$ cat src/rtl/phy_write_sequencer.sv
// Per-channel WRITE sequencer: pulls one burst from the Write Buffer into the PHY
// write FIFO, waits out tCWL from command accept, then grants DQ drive until ACK.
module phy_write_sequencer #(
    parameter int MEM_DATAWIDTH = 64,
    parameter int BURST_LENGTH  = 8,
    parameter int T_CWL         = 12,
    parameter int TAG_WIDTH     = 4,
    parameter int ACK_TIMEOUT   = 16
) (
    input  logic                                  clk,
    input  logic                                  rst,
    input  logic                                  cmd_valid,
    input  logic [TAG_WIDTH-1:0]                  cmd_tag,
    output logic                                  cmd_ready,
    input  logic                                  wb_valid,
    input  logic [MEM_DATAWIDTH-1:0]              wb_data,
    input  logic [MEM_DATAWIDTH/BURST_LENGTH-1:0] wb_strb,
    output logic                                  wb_ready,
    output logic                                  phy_inflag,
    output logic [MEM_DATAWIDTH-1:0]              phy_indata,
    output logic [MEM_DATAWIDTH/BURST_LENGTH-1:0] phy_instrb,
    output logic                                  phy_outflag,
    input  logic                                  phy_ack,
    output logic                                  wr_done,
    output logic [TAG_WIDTH-1:0]                  wr_done_tag,
    output logic [1:0]                            wr_err
);

    localparam int STRB_W = MEM_DATAWIDTH / BURST_LENGTH;
    localparam int BEAT_W = $clog2(BURST_LENGTH) + 1;
    localparam int ACK_W  = $clog2(ACK_TIMEOUT);
    localparam int CWL_W  = 8;

    typedef enum logic [2:0] {IDLE, FETCH, WAIT_CWL, DRIVE, DONE} state_t;
    typedef enum logic [1:0] {ERR_OK, ERR_UNDERRUN, ERR_LATE, ERR_TIMEOUT} err_t;

    typedef struct packed {
        logic [MEM_DATAWIDTH-1:0] data;
        logic [STRB_W-1:0]        strb;
    } beat_t;

    state_t               state, state_nxt;
    err_t                 err_q, err_nxt;
    logic [CWL_W-1:0]     cwl_cnt;
    logic [BEAT_W-1:0]    beat_cnt;
    logic [ACK_W-1:0]     ack_cnt;
    logic [TAG_WIDTH-1:0] tag_q;
    beat_t                beat_q;
    logic                 inflag_q, outflag_q;
    logic                 accept, take, cwl_zero, last_beat;

    assign cwl_zero  = (cwl_cnt == '0);
    assign cmd_ready = (state == IDLE);
    assign accept    = cmd_ready && cmd_valid;
    // Stop pulling beats on the cycle the burst is declared late so none is lost.
    assign wb_ready  = (state == FETCH) && !cwl_zero;
    assign take      = wb_ready && wb_valid;
    assign last_beat = take && (beat_cnt == BEAT_W'(BURST_LENGTH - 1));

    always_ff @(posedge clk) begin
        if (rst) begin
            state <= IDLE;
            err_q <= ERR_OK;
        end else begin
            state <= state_nxt;
            err_q <= err_nxt;
        end
    end

    always_comb begin
        state_nxt = state;
        err_nxt   = err_q;
        case (state)
            IDLE: begin
                if (cmd_valid) begin
                    state_nxt = FETCH;
                    err_nxt   = ERR_OK;
                end
            end
            FETCH: begin
                if (cwl_zero) begin
                    state_nxt = DONE;
                    err_nxt   = ERR_LATE;
                end else if (last_beat) begin
                    state_nxt = WAIT_CWL;
                end else if (!wb_valid && beat_cnt != '0) begin
                    state_nxt = DONE;
                    err_nxt   = ERR_UNDERRUN;
                end
            end
            WAIT_CWL: begin
                if (cwl_zero) state_nxt = DRIVE;
            end
            DRIVE: begin
                if (phy_ack) begin
                    state_nxt = DONE;
                    err_nxt   = ERR_OK;
                end else if (ack_cnt == ACK_W'(ACK_TIMEOUT - 1)) begin
                    state_nxt = DONE;
                    err_nxt   = ERR_TIMEOUT;
                end
            end
            DONE:    state_nxt = IDLE;
            default: state_nxt = IDLE;
        endcase
    end

    always_ff @(posedge clk) begin
        if (rst) begin
            cwl_cnt   <= '0;
            beat_cnt  <= '0;
            ack_cnt   <= '0;
            tag_q     <= '0;
            beat_q    <= '0;
            inflag_q  <= 1'b0;
            outflag_q <= 1'b0;
        end else begin
            if (accept) begin
                tag_q   <= cmd_tag;
                cwl_cnt <= CWL_W'(T_CWL - 1);
            end else if ((state == FETCH || state == WAIT_CWL) && !cwl_zero) begin
                cwl_cnt <= cwl_cnt - CWL_W'(1);
            end
            if (accept)    beat_cnt <= '0;
            else if (take) beat_cnt <= beat_cnt + BEAT_W'(1);
            ack_cnt   <= (state == DRIVE) ? ack_cnt + ACK_W'(1) : '0;
            if (take) beat_q <= '{data: wb_data, strb: wb_strb};
            inflag_q  <= take;
            outflag_q <= (state_nxt == DRIVE);
        end
    end

    assign phy_inflag  = inflag_q;
    assign phy_indata  = beat_q.data;
    assign phy_instrb  = beat_q.strb;
    assign phy_outflag = outflag_q;
    assign wr_done     = (state == DONE);
    assign wr_done_tag = wr_done ? tag_q : '0;
    assign wr_err      = wr_done ? err_q : ERR_OK;

endmodule

$ cat config.mk
export PLATFORM = sky130hd
export DESIGN_NAME = phy_write_sequencer
export DESIGN_NICKNAME = d
export VERILOG_FILES = /design/src/rtl/phy_write_sequencer.sv
export SDC_FILE = /design/constraint.sdc
export NUM_CORES = 1
export LEC_CHECK = 0
export ABC_AREA = 1
export CORE_MARGIN = 2
export CORE_UTILIZATION = 48
export CTS_BUF_LIST = sky130_fd_sc_hd__clkbuf_8
export DETAILED_ROUTE_END_ITERATION = 10
export PLACE_DENSITY_LB_ADDON = 0.3
export SLEW_MARGIN = 15
export SYNTH_ARGS = -nofsm -noshare
export SYNTH_HDL_FRONTEND = slang
export SYNTH_SLANG_ARGS = --single-unit
$ cat constraint.sdc
create_clock -name clk -period 3.3 [get_ports clk]
set_clock_uncertainty 0.15 [all_clocks]
set_input_delay 0.33 -clock clk [delete_from_list [all_inputs] [get_ports clk]]
set_output_delay 0.33 -clock clk [all_outputs]
set_load 0.05 [all_outputs]
==> impl_metrics.toml <==
[run_status]
status = "completed"

[worst_setup_path]
path_max_fanout = 7
cp-start-kind = "register"
path_class = "register to primary output"
cp.arrival_ns = 2.16
r2r-end = "phy_indata[50]"
cp.required_ns = 2.82
end_kind = "primary output"
r2r_setup_slack_ns = 1.07
rr_worst_depth = 8
r2r-start = "cwl_cnt[0]"

[timing]
fin_tns_setup_ns = 0
fin_crit_ns = 2.64
worst_pin_slew_ns = 0.888
setup_violations = 0
fin_crit_sh_pct = 80.0
maxSlewViolCount = 0
rsz0062_at_grt = "false"
relSlewSlack_pct = 40.8
finalHoldViolations = 0
max_freq_ghz = 0.379

[synth]
syn_inst = 533
yosysTopAreaCellShare_pct = 48.3
netlist_area_um2 = 4110
yosysUniqueCellTypes = 25
yosys_register_bits = 99
synth-seq-area-share_pct = 48.3
ys_warn_count = 0
ys_top_cells_by_area = "dfxtp_1 (48%), nand2_1 (16%), a21oi_1 (8.4%)"
synth.largest_area_cell = "dfxtp_1"
synth_nets = 619
avgSynthCellArea_um2 = 7.70

[drt]
wl_per_cell_um = 13.1
routed_wl_um = 10300
viasPerCell = 4.92
drt_pass1_iterations = 4
first_iter_violations = 139
antenna_left = 0
vias = 3904
drc = 0

[clock_tree]
hold_buffers = 0
cts_setup_buffers = 0
cts-root-buf = "clkbuf_8"
htreeDepth = 3
clock-sinks = 99
cts_resized = 0
cts_tree = "built"
cts_made_buffers = 9
clockBufferDepth = 2
clk_pin_slew_worst_paths_ns = 0.10
clk_latency_ns = 0.36

[floorplanning]
core_area_um2 = 8260
initial_utilization_pct = 49.7
die_x_um = 96.5
io_pins = 164
die_h_um = 96.5
die_area_um2 = 9310
rows = 33

[global_route]
gr-usage-all-layers_pct = 22.1
grt_max_degree = 78
grt_first_pass_wirelength_um = 16100
first_global_vias = 3851
overflow = 0
antenna_found_initial = 0

[min_path]
hold_path_class = "input port to register"
hold_depth = 4
worstHoldEndpoint = "err_q[0]"
worst_hold_startpoint = "rst"

[job]
drv_cap = 0

[cells_and_area]
register_area_um2 = 1980
drive_gt1_share_pct = 10.9
multi_input_comb_area_um2 = 1790
fin_util_pct = 71.4
finalNonFillerCells = 793
n_fill_cell = 674
area_growth_pct = 43.6
n_antenna_cell = 0
finalNetCount = 769

[power_and_ir_drop]
swShare_pct = 32.3
internal_power_uw = 1900
switchingPower_uw = 906
p_comb_share_pct = 25.5
seqPwrFrac_pct = 46.3
ir_worst_vdd_v = 0.000302
p_leak_uw = 0.00215
pwr-share-clk_pct = 28.2
powerDensity_nw_per_um2 = 476

[place]
gp_congestion = 0.934
port_buffers = 163
dp_cells = 777
dp_hpwl_um = 7290
registers in the layout, summed over array words and instances (netlist names):
register	flops
state	3
tag_q	4
err_q	2
phy_instrb	8
phy_indata	64
phy_inflag	1
beat_cnt	4
phy_outflag	1
ack_cnt	4
cwl_cnt	8
synth_stat cells (all sizes together):
library cell and count:
or2 1, a21oi 89, nor2 38, nand4 1
nor3 2, ha 5, nand3 17, inv 38
nor3b 1, o211ai 1, nand2 200, xor2 4
dfxtp 99, buf 18, o21ai 10, clkbuf 9
worst max-delay path by stage:
stage / from / to / slack, ns / cells past startpoint
finish: cwl_cnt[0] / wb_ready / 0.66 / 6
global route: cwl_cnt[0] / wb_ready / 0.56 / 6
CTS: cwl_cnt[0] / wb_ready / 0.64 / 6
detailed placement: cwl_cnt[0] / wb_ready / 1.04 / 6
global placement: cwl_cnt[0] / wb_ready / 1.09 / 6
floorplan: state[2] / wr_done_tag[0] / 0.30 / 4
cell usage in the layout (no fill, tap or decap), types with 2 or more instances in the layout:
cell type,netlist,layout
nor2_1,33,33
nand2_4,2,2
nor2_2,2,2
a21oi_2,20,20
clkinvlp_4,0,2
nand3_1,16,16
xor2_1,4,4
o21ai_0,10,10
nand2_2,22,22
ha_1,5,5
clkdlybuf4s50_1,0,162
nor3_1,2,2
clkbuf_8,0,10
buf_4,0,3
nand2_1,176,176
a21oi_1,69,69
clkinv_4,0,2
inv_1,33,34
dfxtp_1,99,99
nor2_4,3,3
inv_2,5,5
logic make-up after synthesis:
kind of cell / after synthesis / share of synthesized area [%]
buffers and inverters: 65 / 8.20
DFF: 99 / 48.3
xor gates and xnor gates: 4 / 0.853
adders and majority gates: 5 / 1.52
and+or+nand+nor: 260 / 27.1
AOI/OAI and AO/OA: 100 / 14.1
area by class of cell:
class / count / share of cell area, %
clock buffers: 10 / 2.33
clock inverters: 6 / 1.12
inverters: 38 / 2.42
multi-input cells: 369 / 30.3
flip-flops and latches: 99 / 33.6
well taps: 105 / 2.23
repair buffers: 166 / 28.0
metrics by stage:
| stage | hold slack [ns] | setup WS, ns | power, uW | instance area (um2) |
|---|---|---|---|---|
| floorplan | 0.268 | 0.295 | 1800 | 4110 |
| global placement | 0.279 | 1.09 | 2020 | 5690 |
| detailed placement | 0.305 | 1.04 | 2040 | 5690 |
| CTS | 0.283 | 0.638 | 2820 | 5900 |
| global route | 0.293 | 0.558 | 2930 | 5900 |
| finish | 0.282 | 0.659 | 2810 | 5900 |
layer usage:
| layer | up-vias | GRT usage, % | wire length, um | share of wire [%] |
|---|---|---|---|---|
| li1 | 1971 | - | - | - |
| met1 | 1790 | 22.6 | 4040 | 39 |
| met2 | 121 | 39.3 | 5170 | 50 |
| met3 | 22 | 9.62 | 907 | 8.8 |
| met4 | 0 | 9.04 | 232 | 2.2 |
| met5 | - | 0 | 0 | 0 |
worst max-delay path, cell delays in order (launching register included):
cell	delay, ns
dfxtp_1	0.32
inv_1	0.09
ha_1	0.23
nand3_1	0.14
nor2_4	0.07
nor2_4	0.14
clkdlybuf4s50_1	0.82
power groups by stage:
stage | Clock [uW] | Combinational, uW | Sequential [uW]
4_1_cts | 807 | 720 | 1300
6_report | 792 | 716 | 1300
5_1_grt | 850 | 776 | 1310
3_3_place_gp | 0 | 700 | 1320
2_1_floorplan | 0 | 326 | 1480
3_5_place_dp | 0 | 717 | 1320
No activity file was read; power rests on OpenSTA's default activity.
